[src/rtl/fetch_sequencer.sv]
// fetch_sequencer: instruction-cycle timing and control-flow sequencer for the 4-bit core.
// Generates the 8-phase cycle (A1,A2,A3,M1,M2,X1,X2,X3), latches the OPR/OPA nibbles,
// tracks two-word instructions and issues one-clock push/pop/target-load commands to the
// PC stack for JUN, JMS, JCN, ISZ and BBL.
//
// Optional feature macro: STACK_CHECK_EN (stack depth counter plus sticky over/underflow).
//
// Ports:
//   i_clock, i_reset     clock, synchronous active-high reset
//   i_data_in[3:0]       data bus; OPR sampled in cycle 3, OPA in cycle 4
//   i_page_in[3:0]       PC[11:8] of the current fetch; high nibble of JCN/ISZ targets
//   i_test_n             TEST pin, active-low (JCN)
//   i_carry_in           ALU carry flag (JCN)
//   i_acc_zero           accumulator is zero (JCN)
//   i_isz_nonzero        ISZ incremented register is non-zero
//   o_cycle[2:0]         current phase 0..7
//   o_sync               high while o_cycle == 7
//   o_opr, o_opa [3:0]   latched opcode / operand nibbles
//   o_second_word        current fetch is word 2 of a two-word instruction
//   o_control[1:0]       PC stack command: 0 hold, 1 push, 2 pop
//   o_target[11:0]       jump target for the PC stack
//   o_target_load        write o_target into the current stack slot
//   o_depth              stack depth (0 when STACK_CHECK_EN is undefined)
//   o_stack_err          sticky overflow/underflow (0 when STACK_CHECK_EN is undefined)
module fetch_sequencer #(
  parameter int unsigned STACK_SLOTS = 4
) (
  input  logic                           i_clock,
  input  logic                           i_reset,
  input  logic [3:0]                     i_data_in,
  input  logic [3:0]                     i_page_in,
  input  logic                           i_test_n,
  input  logic                           i_carry_in,
  input  logic                           i_acc_zero,
  input  logic                           i_isz_nonzero,
  output logic [2:0]                     o_cycle,
  output logic                           o_sync,
  output logic [3:0]                     o_opr,
  output logic [3:0]                     o_opa,
  output logic                           o_second_word,
  output logic [1:0]                     o_control,
  output logic [11:0]                    o_target,
  output logic                           o_target_load,
  output logic [$clog2(STACK_SLOTS)-1:0] o_depth,
  output logic                           o_stack_err
);

  localparam logic [1:0] CtlHold = 2'd0;
  localparam logic [1:0] CtlPush = 2'd1;
  localparam logic [1:0] CtlPop  = 2'd2;

  // Class of the word-1 opcode; anything other than ClsNone occupies two words.
  typedef enum logic [2:0] {ClsNone, ClsJcn, ClsFim, ClsJun, ClsJms, ClsIsz} cls_e;

  logic [2:0]  r_cycle, w_cycle_d;
  logic [3:0]  r_opr, w_opr_d;
  logic [3:0]  r_opa, w_opa_d;
  logic [3:0]  r_hi, w_hi_d;
  cls_e        r_cls, w_cls_d, w_cls_dec;
  logic        r_jump, w_jump_d;
  logic        r_second_word, w_second_word_d;
  logic [1:0]  r_control, w_control_d;
  logic [11:0] r_target, w_target_d;
  logic        r_target_load, w_target_load_d;
  logic        w_jcn_jump;

  always_comb begin
    w_cls_dec = ClsNone;
    case (r_opr)
      4'h1:    w_cls_dec = ClsJcn;
      4'h2:    w_cls_dec = r_opa[0] ? ClsNone : ClsFim;
      4'h4:    w_cls_dec = ClsJun;
      4'h5:    w_cls_dec = ClsJms;
      4'h7:    w_cls_dec = ClsIsz;
      default: w_cls_dec = ClsNone;
    endcase
  end

  // r_hi holds the JCN condition code during word 2.
  assign w_jcn_jump = ((i_acc_zero & r_hi[2]) | (i_carry_in & r_hi[1]) | (~i_test_n & r_hi[0]))
                      ^ r_hi[3];

  // Outputs are registered one phase early so each command is high during its own phase.
  always_comb begin
    w_cycle_d       = r_cycle + 3'd1;
    w_opr_d         = r_opr;
    w_opa_d         = r_opa;
    w_hi_d          = r_hi;
    w_cls_d         = r_cls;
    w_jump_d        = r_jump;
    w_second_word_d = r_second_word;
    w_control_d     = CtlHold;
    w_target_d      = r_target;
    w_target_load_d = 1'b0;
    case (r_cycle)
      3'd3: w_opr_d = i_data_in;
      3'd4: w_opa_d = i_data_in;
      3'd5: begin
        if (!r_second_word) begin
          w_cls_d  = w_cls_dec;
          w_hi_d   = r_opa;
          w_jump_d = 1'b0;
        end else begin
          case (r_cls)
            ClsJcn:  w_jump_d = w_jcn_jump;
            ClsIsz:  w_jump_d = i_isz_nonzero;
            ClsJms:  w_control_d = CtlPush;
            default: ;
          endcase
        end
      end
      3'd6: begin
        if (r_second_word) begin
          if (r_cls == ClsJun || r_cls == ClsJms) begin
            w_target_d      = {r_hi, r_opr, r_opa};
            w_target_load_d = 1'b1;
          end else if ((r_cls == ClsJcn || r_cls == ClsIsz) && r_jump) begin
            w_target_d      = {i_page_in, r_opr, r_opa};
            w_target_load_d = 1'b1;
          end
        end else if (r_opr == 4'hC) begin
          w_control_d = CtlPop;
        end
      end
      3'd7: w_second_word_d = r_second_word ? 1'b0 : (r_cls != ClsNone);
      default: ;
    endcase
  end

  always_ff @(posedge i_clock) begin
    if (i_reset) begin
      r_cycle       <= '0;
      r_opr         <= '0;
      r_opa         <= '0;
      r_hi          <= '0;
      r_cls         <= ClsNone;
      r_jump        <= 1'b0;
      r_second_word <= 1'b0;
      r_control     <= CtlHold;
      r_target      <= '0;
      r_target_load <= 1'b0;
    end else begin
      r_cycle       <= w_cycle_d;
      r_opr         <= w_opr_d;
      r_opa         <= w_opa_d;
      r_hi          <= w_hi_d;
      r_cls         <= w_cls_d;
      r_jump        <= w_jump_d;
      r_second_word <= w_second_word_d;
      r_control     <= w_control_d;
      r_target      <= w_target_d;
      r_target_load <= w_target_load_d;
    end
  end

  assign o_cycle       = r_cycle;
  assign o_sync        = (r_cycle == 3'd7);
  assign o_opr         = r_opr;
  assign o_opa         = r_opa;
  assign o_second_word = r_second_word;
  assign o_control     = r_control;
  assign o_target      = r_target;
  assign o_target_load = r_target_load;

`ifdef STACK_CHECK_EN
  localparam int unsigned DepthW = $clog2(STACK_SLOTS);
  localparam logic [DepthW-1:0] DepthMax = DepthW'(STACK_SLOTS - 1);

  logic [DepthW-1:0] r_depth, w_depth_d;
  logic              r_stack_err, w_stack_err_d;

  // Tracks the command as it is registered, so depth changes in the same phase it is issued.
  // Errant commands are still issued and the counter wraps.
  always_comb begin
    w_depth_d     = r_depth;
    w_stack_err_d = r_stack_err;
    if (w_control_d == CtlPush) begin
      if (r_depth == DepthMax) begin
        w_stack_err_d = 1'b1;
        w_depth_d     = '0;
      end else begin
        w_depth_d = r_depth + 1'b1;
      end
    end else if (w_control_d == CtlPop) begin
      if (r_depth == '0) begin
        w_stack_err_d = 1'b1;
        w_depth_d     = DepthMax;
      end else begin
        w_depth_d = r_depth - 1'b1;
      end
    end
  end

  always_ff @(posedge i_clock) begin
    if (i_reset) begin
      r_depth     <= '0;
      r_stack_err <= 1'b0;
    end else begin
      r_depth     <= w_depth_d;
      r_stack_err <= w_stack_err_d;
    end
  end

  assign o_depth     = r_depth;
  assign o_stack_err = r_stack_err;
`else
  assign o_depth     = '0;
  assign o_stack_err = 1'b0;
`endif

endmodule

[config.mk]
export PLATFORM = sky130hd
export DESIGN_NAME = fetch_sequencer
export DESIGN_NICKNAME = d
export VERILOG_FILES = /design/src/rtl/fetch_sequencer.sv
export SDC_FILE = /design/constraint.sdc
export NUM_CORES = 1
export LEC_CHECK = 0
export ABC_AREA = 1
export CAP_MARGIN = 20
export CORE_MARGIN = 2
export CORE_UTILIZATION = 40
export CTS_BUF_LIST = sky130_fd_sc_hd__clkbuf_8
export DETAILED_ROUTE_END_ITERATION = 8
export PLACE_DENSITY = 0.73
export SYNTH_ARGS = -nofsm -noshare
export SYNTH_HDL_FRONTEND = slang
export SYNTH_SLANG_ARGS = --single-unit
[constraint.sdc]
create_clock -name i_clock -period 3.65 [get_ports i_clock]
set_input_delay 0.73 -clock i_clock [delete_from_list [all_inputs] [get_ports i_clock]]
set_output_delay 0.73 -clock i_clock [all_outputs]
set_load 0.03 [all_outputs]
==> reports/results.txt, run 1 <==
In this run the horizontal extent of the chip is 65.3 um. The logs give 2.92 ns for the required time reported for the critical path endpoint and 0.482 ns for the hold slack. In this run the tool buffered the top-level ports with 41 buffer cells. From synthesis to final layout, the design area changed by 35.5%. The repair_antennas step left the layout with diodes totalling 0. Counting along the longest clock path gives a buffer depth of 2.

The clock period could shrink to 2.50 ns. The wire-length estimate of the detail-placed layout is 2.40 mm. The run gives 3.28 mm as the routed wire length. In the global route stage, overall resource usage came out at 17.2%.

The logs give 2040 um^2 for the final standard cell area without fillers and 22 for the number of different library cells in the post-synthesis netlist. Wire length of the first global-routing pass: 5.62 mm. The number of antenna violations at the first check in global routing was 0; the number of sinks handled by clock tree synthesis was 35.

The worst-margin pin slew was 0.713 ns; the overflow left after global routing was 0. After floorplanning, the core was sized to cover 3630 um^2. The clock latency at the later pin of the worst-skew pair came out at 0.29 ns. The die footprint is 4260 um^2, and the share of final-layout standard cells stronger than drive strength 1 is 7.41%. The leakage power figure came out at 0.813 nW.

TritonCTS built the clock tree. Across the VDD grid, the largest voltage drop is 0.229 mV. For this run, the detailed router's first-pass iteration total came to 5. The tightest min-delay check is of the reg -> reg type.

The H-tree was split into 2 levels. The residual antenna-violating net count after detailed routing came out at 0. In this run the tightest slew margin relative to its limit is 52.4%. In the final design database the tool counted 262 nets. The hold violation total from the final report is 0, and the count of instances resized after the clock tree is built is 0.

Derived from the worst setup path, the maximum achievable clock frequency is 0.401 GHz. Buffers added to address setup during post-CTS repair amount to 0. The tools report the via count of the first global-routing pass as 1293. Along the worst path, the maximum fanout reaches 5. Max-cap violations in this run came to 0. The cell sitting at the root of the clock tree is a clkbuf_8.

Setup repair after global routing left no endpoint under its margin. Averaged over all synthesized cells, the footprint is 7.51 um^2. Setup violations remaining at the end of the flow were counted as 0.

The type of origin of the critical path was a flip-flop. At the end of routability-driven placement, the weighted congestion stood at 0.836. Row count: 22. Counting flops and latches in the post-synthesis netlist gives 35. In this run the power density over the cells is 409 nW/um^2.

The data arrival time of the critical path is 1.77 ns. The average via count per standard cell was 4.76; the final period utilization was 68.4%. TritonCTS created 5 clock buffers.

The count of unresolved DRC violations after routing was 0. In this run the count of I/O pins placed on the die edge is 45. The number of hold buffers added after CTS was 0. For the placed standard-cell area, the log shows 1920 um^2.

The die is 65.3 um tall. Kind of critical path: reg -> out. The clock transition time at the flip-flop clock pins of the worst setup and hold paths was 0.07 ns. For the sequential-to-total area share from yosys stat, the log shows 46.6%.

For the final routed database, the setup TNS stands at 0 ns. For the synthesis warning total, the log shows 0. STA classifies the critical path endpoint as an output port.

The final count of pins violating max slew was 0; the largest net degree at the start of global routing was 30. The run finished with clean final reports. The cell area that synthesis handed to floorplanning was 1500 um^2. Across the routed clock network, the largest skew measured is 0.00722 ns. The via count came out at 1386. In the synthesized netlist, the number of instances is 200.

For the starting density of the core, the log shows 41.4%. Detailed router's first-iteration violation count: 64. Dividing the detail-routed wire length by the instance count gives 11.3 um.
-- cell usage in the layout, fill, tap and decap left out, drive strengths merged, types with 2 or more instances in the layout --
cell and n:
nor2 50, clkdlybuf4s50 41, dfxtp 35, o21ai 28, nand2 25, inv 18, nand3 13, a21oi 9
ha 6, clkbuf 5, nand4 3, conb 3, a31oi 2, nor3 2, clkinv 2
-- state kept, by name, indices dropped and copies added (netlist names) --
register       count
o_second_word      1
r_cls              3
o_opa              4
o_cycle            3
r_jump             1
o_target_load      1
o_opr              4
r_hi               4
o_target          12
o_control          2
-- final timing paths --
| kind | from | endpoint | slack, ns | cells past startpoint |
|---|---|---|---|---|
| max | o_cycle[0] | o_sync | 1.15 | 3 |
| min | o_target[4] | o_target[4] | 0.48 | 2 |
| max reg2reg | o_cycle[0] | r_hi[3] | 2.13 | 6 |
| min reg2reg | o_target[4] | o_target[4] | 0.48 | 2 |
-- layer usage --
layer / GRT usage (%) / part of all wire [%]
met5: 0 / 0
met4: 7.03 / 1.6
met3: 5.31 / 7.5
met2: 28.4 / 45
met1: 20.8 / 46
-- Yosys cell counts, drive strengths merged --
library cell	count	area [um^2]
nor2	50	198
dfxtp	35	701
o21ai	28	140
nand2	25	98.8
inv	18	67.6
nand3	13	75.1
a21oi	9	45.0
buf	7	53.8
ha	6	75.1
nand4	3	18.8
a31oi	2	12.5
nor3	2	10.0
clkbuf	1	3.75
conb	1	3.75
-- kinds of logic (layout without fill, tap and decap cells) --
kind of cell	after synthesis	after routing	share of synthesized area (%)
AND/OR/NAND/NOR	93	93	26.6
buffers and inverters	26	67	8.33
other	1	3	0.250
AO/OA/AOI/OAI	39	39	13.2
flip-flops	35	35	46.6
adder cells (fa/ha/maj)	6	6	5.00
-- worst max-delay path, stage by stage, from the launching register on --
cell	delay, ns
dfxtp_1	0.41
ha_1	0.20
ha_1	0.19
clkdlybuf4s50_1	0.68
-- cell type report --
type | count | area, um^2
clock buffers | 5 | 68.8
clock inverters | 3 | 43.8
fillers | 359 | 1600
inverters | 18 | 67.6
multi-input cells | 141 | 684
flip-flops and latches | 35 | 701
well taps | 48 | 60.1
repair buffers | 41 | 410
-- per-stage QoR --
| step | total power [mW] | cells | utilization (%) | setup WS, ns |
|---|---|---|---|---|
| after global routing | 0.868 | 291 | 56.0 | 1.06 |
| final | 0.833 | 291 | 56.0 | 1.15 |
| after detailed placement | 0.499 | 283 | 52.9 | 1.39 |
| after global placement | 0.499 | 283 | 52.9 | 1.44 |
| after floorplan | 0.461 | 202 | - | 1.80 |
| after CTS | 0.843 | 291 | 56.0 | 1.13 |
-- where the power goes --
group / switching, mW / internal [mW] / total [mW]
clock: 0.140 / 0.203 / 0.343
combinational: 0.0488 / 0.0374 / 0.0862
sequential: 0.0128 / 0.391 / 0.404
Note: power is estimated with default switching activity, not from simulation.
==> run 2, diff against run 1 <==
==> constraint.sdc (replaced) <==
create_clock -name i_clock -period 2.35 [get_ports i_clock]
set_input_delay 0.47 -clock i_clock [delete_from_list [all_inputs] [get_ports i_clock]]
set_output_delay 0.47 -clock i_clock [all_outputs]
set_load 0.03 [all_outputs]
==> run 2 against run 1 <==
Net effect:
- die area unchanged
- register-to-register slack worse by 1.3 ns
- setup slack worse by 1.0 ns
- sequential share of layout area down 0.31 points
- hold slack better by 0.0015 ns
- combinational power up 59%
- clock skew up 0.0049 ns
- core utilization up 0.52 points
- critical endpoint unchanged
==> reports/results.txt, run 2 (same netlist as run 1, synthesis figures left out) <==
The clock transition time at the flip-flop clock pins of the worst setup and hold paths is 0.07 ns. Buffers added to address setup during post-CTS repair amount to 0. The total power divided by cell area works out to 643 nW/um^2.

The area growth from synthesis to layout is 36.7%. The flow ran to the end, and the final reports show no timing, DRC or antenna violations. Setup repair after global routing left no endpoint under its margin.

The path class of the lowest-slack min-delay path is reg -> reg. The tools report the CTS H-tree depth as 2. The tools report the met1 routing resource usage after global routing as 22.8%. The type of origin of the critical path was a flip-flop. Number of sinks handled by clock tree synthesis: 35. The register with the most flip-flops in the layout has 12 of them. The floorplan has 22 rows.

The cts-stage hold buffer count was 0. The number of antenna violations at the first check in global routing was 0. After global routing the overflow that remains totals 0. Leaving out fill and tap cells, the most frequent cell in the layout is nor2_1. The logs give 1289 for the via count of the first global-routing pass and 0.856 for the weighted congestion reported at the end of routability-driven placement. The run gives 54 as the detailed router's first-iteration violation count. The first global-routing pass estimated 5.86 mm of wire.

The first detailed-routing pass ran for 4 iterations. The count of placed standard cells including taps was 285. The routed design has 3.33 mm of wire. The final period utilization was 95.5%. The launch instance of the worst min-delay path was o_target[10].

The final standard cell area without fillers is 2050 um^2. After detailed routing, the number of remaining DRC violations is 0. The run gives 5 as the number of buffers inserted during clock tree synthesis. Final hold analysis gives a worst-case slack of 0.484 ns. The count of placed standard cells in the final layout, fillers left out came out at 293. For the worst setup path, the data arrival time is 1.77 ns.

The number of gates resized after CTS was 0. During I/O placement, the number of pins put on the boundary was 45. In the final layout, the share of cells above drive strength 1 is 8.16%. The hold path depth is 2, and the horizontal extent of the die is 65.3 um. The logs give 0.78 ns for the worst reg-to-reg setup slack and 3630 um^2 for the core region area. The required time reported for the critical path endpoint was 1.88 ns; the maximum fanout count along the critical path was 5. In this run the cell area measured after placement is 1940 um^2. In the layout the commonest cells are 46 x nor2_1, 41 x clkdlybuf4s50_1, 35 x dfxtp_1.

Detailed placement ended at an HPWL of 2.45 mm. Between clock sinks in the finished design, the worst skew comes to 0.0122 ns. For the largest net degree at the start of global routing, the log shows 20. The root buffer cell chosen for the clock tree is clkbuf_8. In this run the critical register-to-register path is captured at r_hi[3]. For the clock latency at the later pin of the worst-skew pair, the log shows 0.29 ns. Once the floorplan was initialized, standard cells occupied 41.4% of the core. The detail-routed net length per standard cell was 11.4 um. The path with the worst hold slack has its endpoint at o_target[10]. The number of diodes added for antenna fixing is 0, and the hold violation total from the final report is 0. Buffers placed on the I/O ports in this run total 41. For met2 alone, demand over resource in global routing was 28.1%. Global routing consumed, on the met3 layer, 6.34% of the routing resources.

The net count of the finished layout is 264. The count of maximum capacitance violations is 0, and the via count is 1380. Setup violations remaining at the end of the flow were counted as 0. Based on the critical path, the design can be clocked at up to 0.446 GHz. Dividing the detail-routed via count by the number of cells gives 4.71.

The floorplan step defined a die boundary enclosing 4260 um^2. TritonCTS built the clock tree. The run gives 17.8% as the total track usage. Kind of capture point of the worst setup path: an output port.

The die height was 65.3 um; the sum of negative setup slack was 0 ns. The clock passes through at most 2 buffers. The minimum clock period is 2.24 ns. IR analysis of the VDD net gives a maximum drop of 0.456 mV. The startpoint of the worst register-to-register path was o_cycle[0]. Leakage power figure: 0.824 nW. The critical path is of the reg -> out type. The final count of pins violating max slew came out at 0.

The residual antenna-violating net count after detailed routing was 0; the count of cells along the worst register-to-register path was 6. The global routing stage identified its most utilized layer as met2.
## run 2: changes by cell type in the layout (fill, tap and decap cells not counted), sizes merged
cell	delta
buf	+2
clkinv	-1
inv	+1
## run 2: where the power goes
| group | switching (mW) | internal, mW | total [mW] |
|---|---|---|---|
| Clock | 0.235 | 0.321 | 0.557 |
| Sequential | 0.0198 | 0.607 | 0.627 |
| Combinational | 0.0767 | 0.0602 | 0.137 |
## run 2: through the flow
step / total power [mW] / util [%] / setup slack, ns
5_1_grt: 1.38 / 56.5 / 0.00872
4_1_cts: 1.33 / 56.5 / 0.0874
3_5_place_dp: 0.778 / 53.3 / 0.419
3_3_place_gp: 0.776 / 53.3 / 0.451
6_report: 1.32 / 56.5 / 0.106
2_1_floorplan: 0.716 / - / 0.760
## run 2: worst max path at each step
stage / from / end / cells past startpoint
detailed placement: o_cycle[0] / o_sync / 3
global route: o_cycle[0] / o_sync / 3
floorplan: o_cycle[0] / o_sync / 2
global placement: o_cycle[0] / o_sync / 3
finish: o_cycle[0] / o_sync / 3
CTS: o_cycle[0] / o_sync / 3
## run 2: layout make-up
type	instances	area, um^2
well taps	48	60.1
inverters	18	67.6
flip-flops and latches	35	701
multi-input cells	141	684
clock buffers	5	68.8
fillers	350	1580
clock inverters	3	47.5
repair buffers	43	425
## run 2: per-layer routing
layer	routed length (um)	vias up
li1	-	728
met1	1570	613
met2	1560	35
met3	174	4
met4	23	0
met5	0	-
## run 2: worst max-delay path, stage by stage (launching register included)
cell and delay (ns):
dfxtp_1 0.41, ha_1 0.21, ha_1 0.19, clkdlybuf4s50_1 0.68
